`src/rtl/pipe_if_stage.sv`:
```
// Instruction-fetch stage with IF/ID register and saturating load-use stall counter.
// Optional macro IF_FLUSH_EN: squash the delay-slot instruction on a taken branch/jump.
module pipe_if_stage #(
   parameter logic [31:0] RESET_PC = 32'h0000_0000,
   parameter int unsigned CNT_W    = 32
) (
   input  logic             clock,
   input  logic             reset,
   input  logic [1:0]       pcsource,
   input  logic             wpcir,
   input  logic [31:0]      bpc,
   input  logic [31:0]      rpc,
   input  logic [31:0]      jpc,
   input  logic [31:0]      imem_ins,
   output logic [31:0]      imem_addr,
   output logic [31:0]      pc,
   output logic [31:0]      dpc4,
   output logic [31:0]      dinst,
   output logic [CNT_W-1:0] stall_cnt
);

   logic [31:0]      r_pc;
   logic [31:0]      r_dpc4;
   logic [31:0]      r_dinst;
   logic [CNT_W-1:0] r_stall_cnt;

   logic [31:0]      w_pc4;
   logic [31:0]      w_npc;
   logic [31:0]      w_sel;
   logic [31:0]      w_next_inst;

   assign w_pc4 = r_pc + 32'd4;

   always_comb begin
      w_sel = w_pc4;
      unique case (pcsource)
         2'b00: w_sel = w_pc4;
         2'b01: w_sel = bpc;
         2'b10: w_sel = rpc;
         2'b11: w_sel = jpc;
         default: w_sel = w_pc4;
      endcase
      // word-align every target so pc[1:0] stays 00
      w_npc = {w_sel[31:2], 2'b00};
   end

`ifdef IF_FLUSH_EN
   assign w_next_inst = (pcsource != 2'b00) ? '0 : imem_ins;
`else
   assign w_next_inst = imem_ins;
`endif

   always_ff @(posedge clock) begin
      if (reset) begin
         r_pc        <= RESET_PC;
         r_dpc4      <= '0;
         r_dinst     <= '0;
         r_stall_cnt <= '0;
      end else if (wpcir) begin
         r_pc    <= w_npc;
         r_dpc4  <= w_pc4;
         r_dinst <= w_next_inst;
      end else if (r_stall_cnt != '1) begin
         r_stall_cnt <= r_stall_cnt + CNT_W'(1);
      end
   end

   assign imem_addr = r_pc;
   assign pc        = r_pc;
   assign dpc4      = r_dpc4;
   assign dinst     = r_dinst;
   assign stall_cnt = r_stall_cnt;

endmodule

```
`config.mk`:
```
export PLATFORM = sky130hd
export DESIGN_NAME = pipe_if_stage
export DESIGN_NICKNAME = d
export VERILOG_FILES = /design/src/rtl/pipe_if_stage.sv
export SDC_FILE = /design/constraint.sdc
export NUM_CORES = 1
export LEC_CHECK = 0
export CAP_MARGIN = 20
export CORE_MARGIN = 1.5
export CORE_UTILIZATION = 25
export CTS_BUF_LIST = sky130_fd_sc_hd__clkbuf_16
export DETAILED_ROUTE_END_ITERATION = 10
export GPL_TIMING_DRIVEN = 0
export PLACE_DENSITY = 0.58
export SKIP_LAST_GASP = 1
export SLEW_MARGIN = 20
export SYNTH_ARGS = -nofsm -noshare
export SYNTH_HDL_FRONTEND = slang
export SYNTH_SLANG_ARGS = --single-unit
```
`constraint.sdc`:
```
create_clock -name clock -period 3.4 [get_ports clock]
set_clock_uncertainty 0.15 [all_clocks]
set_input_delay 0.34 -clock clock [delete_from_list [all_inputs] [get_ports clock]]
set_output_delay 0.34 -clock clock [all_outputs]
set_load 0.1 [all_outputs]
```
* After elaboration in Yosys (flattened, before gate mapping) *
Index checks and enable logic that the tools add are counted.

storage, ports and cells
  logic and storage cells = 14
  input bits = 133
  output and inout bits = 160
  register bits = 126

cells by class
  equality and inequality tests = 4
  $add $sub $neg = 2
  bitwise logic cells = 1
  mux-type cells = 1
  reduce and logical (&&, ||, !) cells = 2

operator list
  cell                   number
  $pmux 32 s4            1
  $add 32x1->32 const B  1
  $add 32x3->32 const B  1
  $ne 32x32->1 const B   1
  $eq 2x2->1 const B     2
  $eq 2x1->1 const B     1
  $logic_not 2->1        1
  $reduce_and 2->1       1
  $not 1->1              1

* Longest topological paths before layout *
  depth in word-level cells = 2
  gate-level depth with buffers = 8
  mapped depth without buffers = 6

* Worst setup path before layout *
Ideal clock, no wire load.

  path type = reg2reg
  start = register r_stall_cnt[0], in the netlist stall_cnt[0]
  end = register r_stall_cnt[20], in the netlist stall_cnt[20]
  path buffers = 1
  arrival = 3.027 ns
  setup time = 0.115 ns
  stages on the path, launching flop included = 8
  required time = 3.135 ns
  slack = 0.108 ns
  period minus slack after synthesis = 3.292 ns
  cells stage by stage = dfxtp_1 -> ha_1 -> nand2_1 -> or3_4 -> or4b_4 -> buf_2 -> o31a_1 -> o21a_1

on the way
  longest elaborated chain between the ends = 2
  elaborated cells on any way between the ends = 3
  those cells by class = add/sub (1); eq/ne (1); reduce/logical (1)

ends and longest elaborated chain
  element                                                                RTL line  text
  start, declared                                                        25        logic [CNT_W-1:0] r_stall_cnt;
  start signal, assigned                                                 64        r_stall_cnt <= r_stall_cnt + CNT_W'(1);
  parallel branches: the longest is 2 deep, another holds $add 32x1->32  -

Parallel ways; which one is timed is not known.
A chain may end at the register's enable or synchronous reset.

* Worst setup path in the final report *
  start = register r_pc[5], in the netlist imem_addr[5]
  end = register r_pc[27], in the netlist imem_addr[27]

on the way
  longest elaborated chain between the ends = 2

ends and longest elaborated chain
  element                 RTL line  text
  start, declared         22        logic [31:0] r_pc;
  start signal, assigned  60        r_pc <= w_npc;
  $add 32x3->32           32        assign w_pc4 = r_pc + 32'd4;
  $pmux 32 s4             36        unique case (pcsource)

Every way passes these cells.

==> impl_metrics.env <==
export IMPL_status="finished with violations"
export IMPL_violations="design-rule violations"
export IMPL_fmax_mhz=333
export IMPL_cp_max_fo=10
export IMPL_max_slew_margin_pct=26.8
export IMPL_cp_slowest_cell="nor4_1"
export IMPL_drcViolationCount=16
export IMPL_dpl_hpwl_um=21700
export IMPL_cts_setup_buffers=0
export IMPL_slew_violations=0
export IMPL_synth_seq_area_share_pct=37.2
export IMPL_path_class="reg2reg"
export IMPL_fin_crit_ns=3.00
export IMPL_synth_seq_cells=124
export IMPL_htreeDepth=4
export IMPL_worst_pin_slew_ns=1.09
export IMPL_die_area_mm2=0.0276
export IMPL_combPwrFrac_pct=30.8
export IMPL_layout_nets=1229
export IMPL_syn_inst=792
export IMPL_r2r_end="imem_addr[27]"
export IMPL_maxCapViolCount=0
export IMPL_grt_max_degree=17
export IMPL_synth_flop_cell="dfxtp_1"
export IMPL_detail_route_antenna_nets=0
export IMPL_cp_end_kind="flop"
export IMPL_rsz0062_at_grt="false"
export IMPL_cts_hold_fix_buffers=0
export IMPL_r2r_cells=7
export IMPL_arrival_ns=3.15
export IMPL_drtIter0Drc=476
export IMPL_setup_tns_ns=0
export IMPL_switching_share_pct=38.5
export IMPL_startpoint="imem_addr[5]"
export IMPL_r2r_setup_slack_ns=0.40
export IMPL_grt_pass1_wl_um=42600
export IMPL_async_reset_ff_share_pct=0
export IMPL_finalSetupViolCount=0
export IMPL_critPathLaunchType="flop"
export IMPL_peakVddDrop_uv=300
export IMPL_period_share_pct=88.3
export IMPL_core_area_mm2=0.0261
export IMPL_ios=293
export IMPL_post_synth_top_area_cell="dfxtp_1"
export IMPL_critPathCapture="imem_addr[27]"
export IMPL_clock_latency_ns=0.43
export IMPL_grt_overflow=0
export IMPL_hold_violations=0
export IMPL_p_clk_share_pct=37.0
export IMPL_io_buffers=278
export IMPL_ys_types=55
export IMPL_vias=7270
export IMPL_synth_edf_count=0
export IMPL_ctsResizeCount=0
export IMPL_p_leak_nw=3.72
export IMPL_grt_total_usage_pct=20.3
export IMPL_drive_above_1_share_pct=9.76
export IMPL_r2r_start="imem_addr[5]"
export IMPL_intPower_mw=3.08
export IMPL_synth_warning_count=0
export IMPL_power_density_mw_per_mm2=478
export IMPL_die_w_um=166
export IMPL_worstPathCellList="buf_2 -> nand4_1 -> nor4_1 -> clkbuf_1 -> nand3_1 -> a2111oi_0 -> nor3_1"
export IMPL_std_cell_rows=59
export IMPL_crit_family="simple AND/OR/NAND/NOR gates"
export IMPL_seqPwrFrac_pct=32.2
export IMPL_crit_buf_inv=2
export IMPL_clock_root_buffer="clkbuf_16"
export IMPL_antenna_found_initial=0
export IMPL_cts_tree="built"
export IMPL_switchingPower_mw=1.93
export IMPL_synth_top_area_share_pct=37.2
export IMPL_ys_top_cells_by_area="dfxtp_1 37%, mux2i_1 7.5%, nor2_1 6.0%, buf_4 4.1%, a211oi_1 3.4%"
export IMPL_clkTransAtPathRegs_ns=0.07
export IMPL_syn_area_mm2=0.00667
export IMPL_cts_buffers=17
export IMPL_slowest_delay_ns=0.71
export IMPL_required_ns=3.55
export IMPL_clockBufferDepth=2
export IMPL_gp_congestion=0.826
export IMPL_path_depth=7
export IMPL_via_per_inst=5.04
export IMPL_synth_most_common_cell="dfxtp_1"
export IMPL_cts_sinks=124
export IMPL_hold_class="reg2reg"
export IMPL_synthesis_area_per_instance_um2=8.42
export IMPL_netlist_top_cells_count="124 x dfxtp_1, 107 x nor2_1, 50 x mux2i_1"
export IMPL_whs_ns=0.337
export IMPL_routedWlPerCell_um=19.7
export IMPL_wl_um=28400
export IMPL_antennaDiodeCount=0
export IMPL_firstDrtPassIters=9
export IMPL_area_delta_synth_final_pct=57.2
export IMPL_start_util_pct=25.5
export IMPL_first_global_vias=7042
export IMPL_fp_dieH_um=166
## worst min-delay path by stage
stage / from / endpoint / slack, ns / cells past startpoint
finish: dpc4[9] / dpc4[9] / 0.34 / 2
global route: dpc4[21] / dpc4[21] / 0.36 / 2
CTS: dpc4[9] / dpc4[9] / 0.34 / 2
detailed placement: dpc4[2] / dpc4[2] / 0.33 / 2
global placement: dpc4[2] / dpc4[2] / 0.32 / 2
floorplan: imem_ins[8] / dinst[8] / 0.34 / 2
## placed cells by master, fill, tap and decap left out, types with 17 or more instances in the layout
| cell | synthesis | final |
|---|---|---|
| nand3_1 | 27 | 27 |
| nor2_1 | 107 | 107 |
| dfxtp_1 | 124 | 124 |
| buf_4 | 36 | 36 |
| mux2i_1 | 50 | 50 |
| or3_1 | 21 | 21 |
| clkbuf_16 | 0 | 17 |
| o21ai_0 | 41 | 41 |
| a211oi_1 | 30 | 30 |
| clkdlybuf4s50_1 | 0 | 278 |
| a21oi_1 | 40 | 40 |
| nand2_1 | 35 | 35 |
| xnor2_1 | 18 | 18 |
| clkbuf_1 | 45 | 45 |
## sequential cells by signal, indices dropped and copies added (netlist names)
| name | count |
|---|---|
| dinst | 32 |
| imem_addr | 30 |
| stall_cnt | 32 |
| dpc4 | 30 |
## final cells by class
type	count	area (um^2)
plain buffers	97	510
clock buffers	17	425
clock inverters	15	163
fillers	2721	15700
inverters	17	63.8
multi-input cells	559	3630
flip-flops and latches	124	2480
well taps	335	419
repair buffers	278	2780
## per-layer routing
metal	wire [um]	global-route usage, %	up-vias
met4	507	5.30	0
met5	0	0	-
met1	11800	24.5	3454
li1	-	-	3466
met3	2410	6.60	32
met2	13700	34.6	318
## metrics by stage
step | util [%] | worst slack, ns | instance area [um^2] | power (mW) | instances
final | 40.1 | 0.399 | 10500 | 5.01 | 1442
after global placement | 37.8 | -0.118 | 9890 | 3.18 | 1410
after floorplan | - | 0.108 | 6680 | 2.71 | 797
after CTS | 40.1 | 0.349 | 10500 | 5.04 | 1442
after detailed placement | 37.8 | -0.0826 | 9890 | 3.19 | 1410
after global routing | 40.1 | 0.0770 | 10500 | 5.18 | 1442
## cell families after synthesis
kind of cell / Yosys count / synth area share [%]
XOR/XNOR: 28 / 3.68
AND/OR/NAND/NOR: 278 / 20.9
buffers and inverters: 114 / 8.62
other: 1 / 0.0563
adder cells (fa/ha/maj): 2 / 0.375
AO/OA/AOI/OAI: 176 / 17.4
multiplexers: 69 / 11.7
flip-flops: 124 / 37.2
## worst reg2reg max path, delay by kind of cell (launching register included)
family | cells | cell delay (ns)
AO/OA/AOI/OAI | 1 | 0.42
buffers and inverters | 2 | 0.69
flip-flops | 1 | 0.35
AND/OR/NAND/NOR | 4 | 1.26
## power groups by stage
stage               Sequential (mW)  Clock, mW  Combinational (mW)
finish                         1.61       1.85                1.54
floorplan                      2.16          0               0.543
global placement               1.64          0                1.54
global route                   1.62       1.95                1.60
detailed placement             1.64          0                1.55
CTS                            1.61       1.88                1.55
No activity file was read; power rests on OpenSTA's default activity.
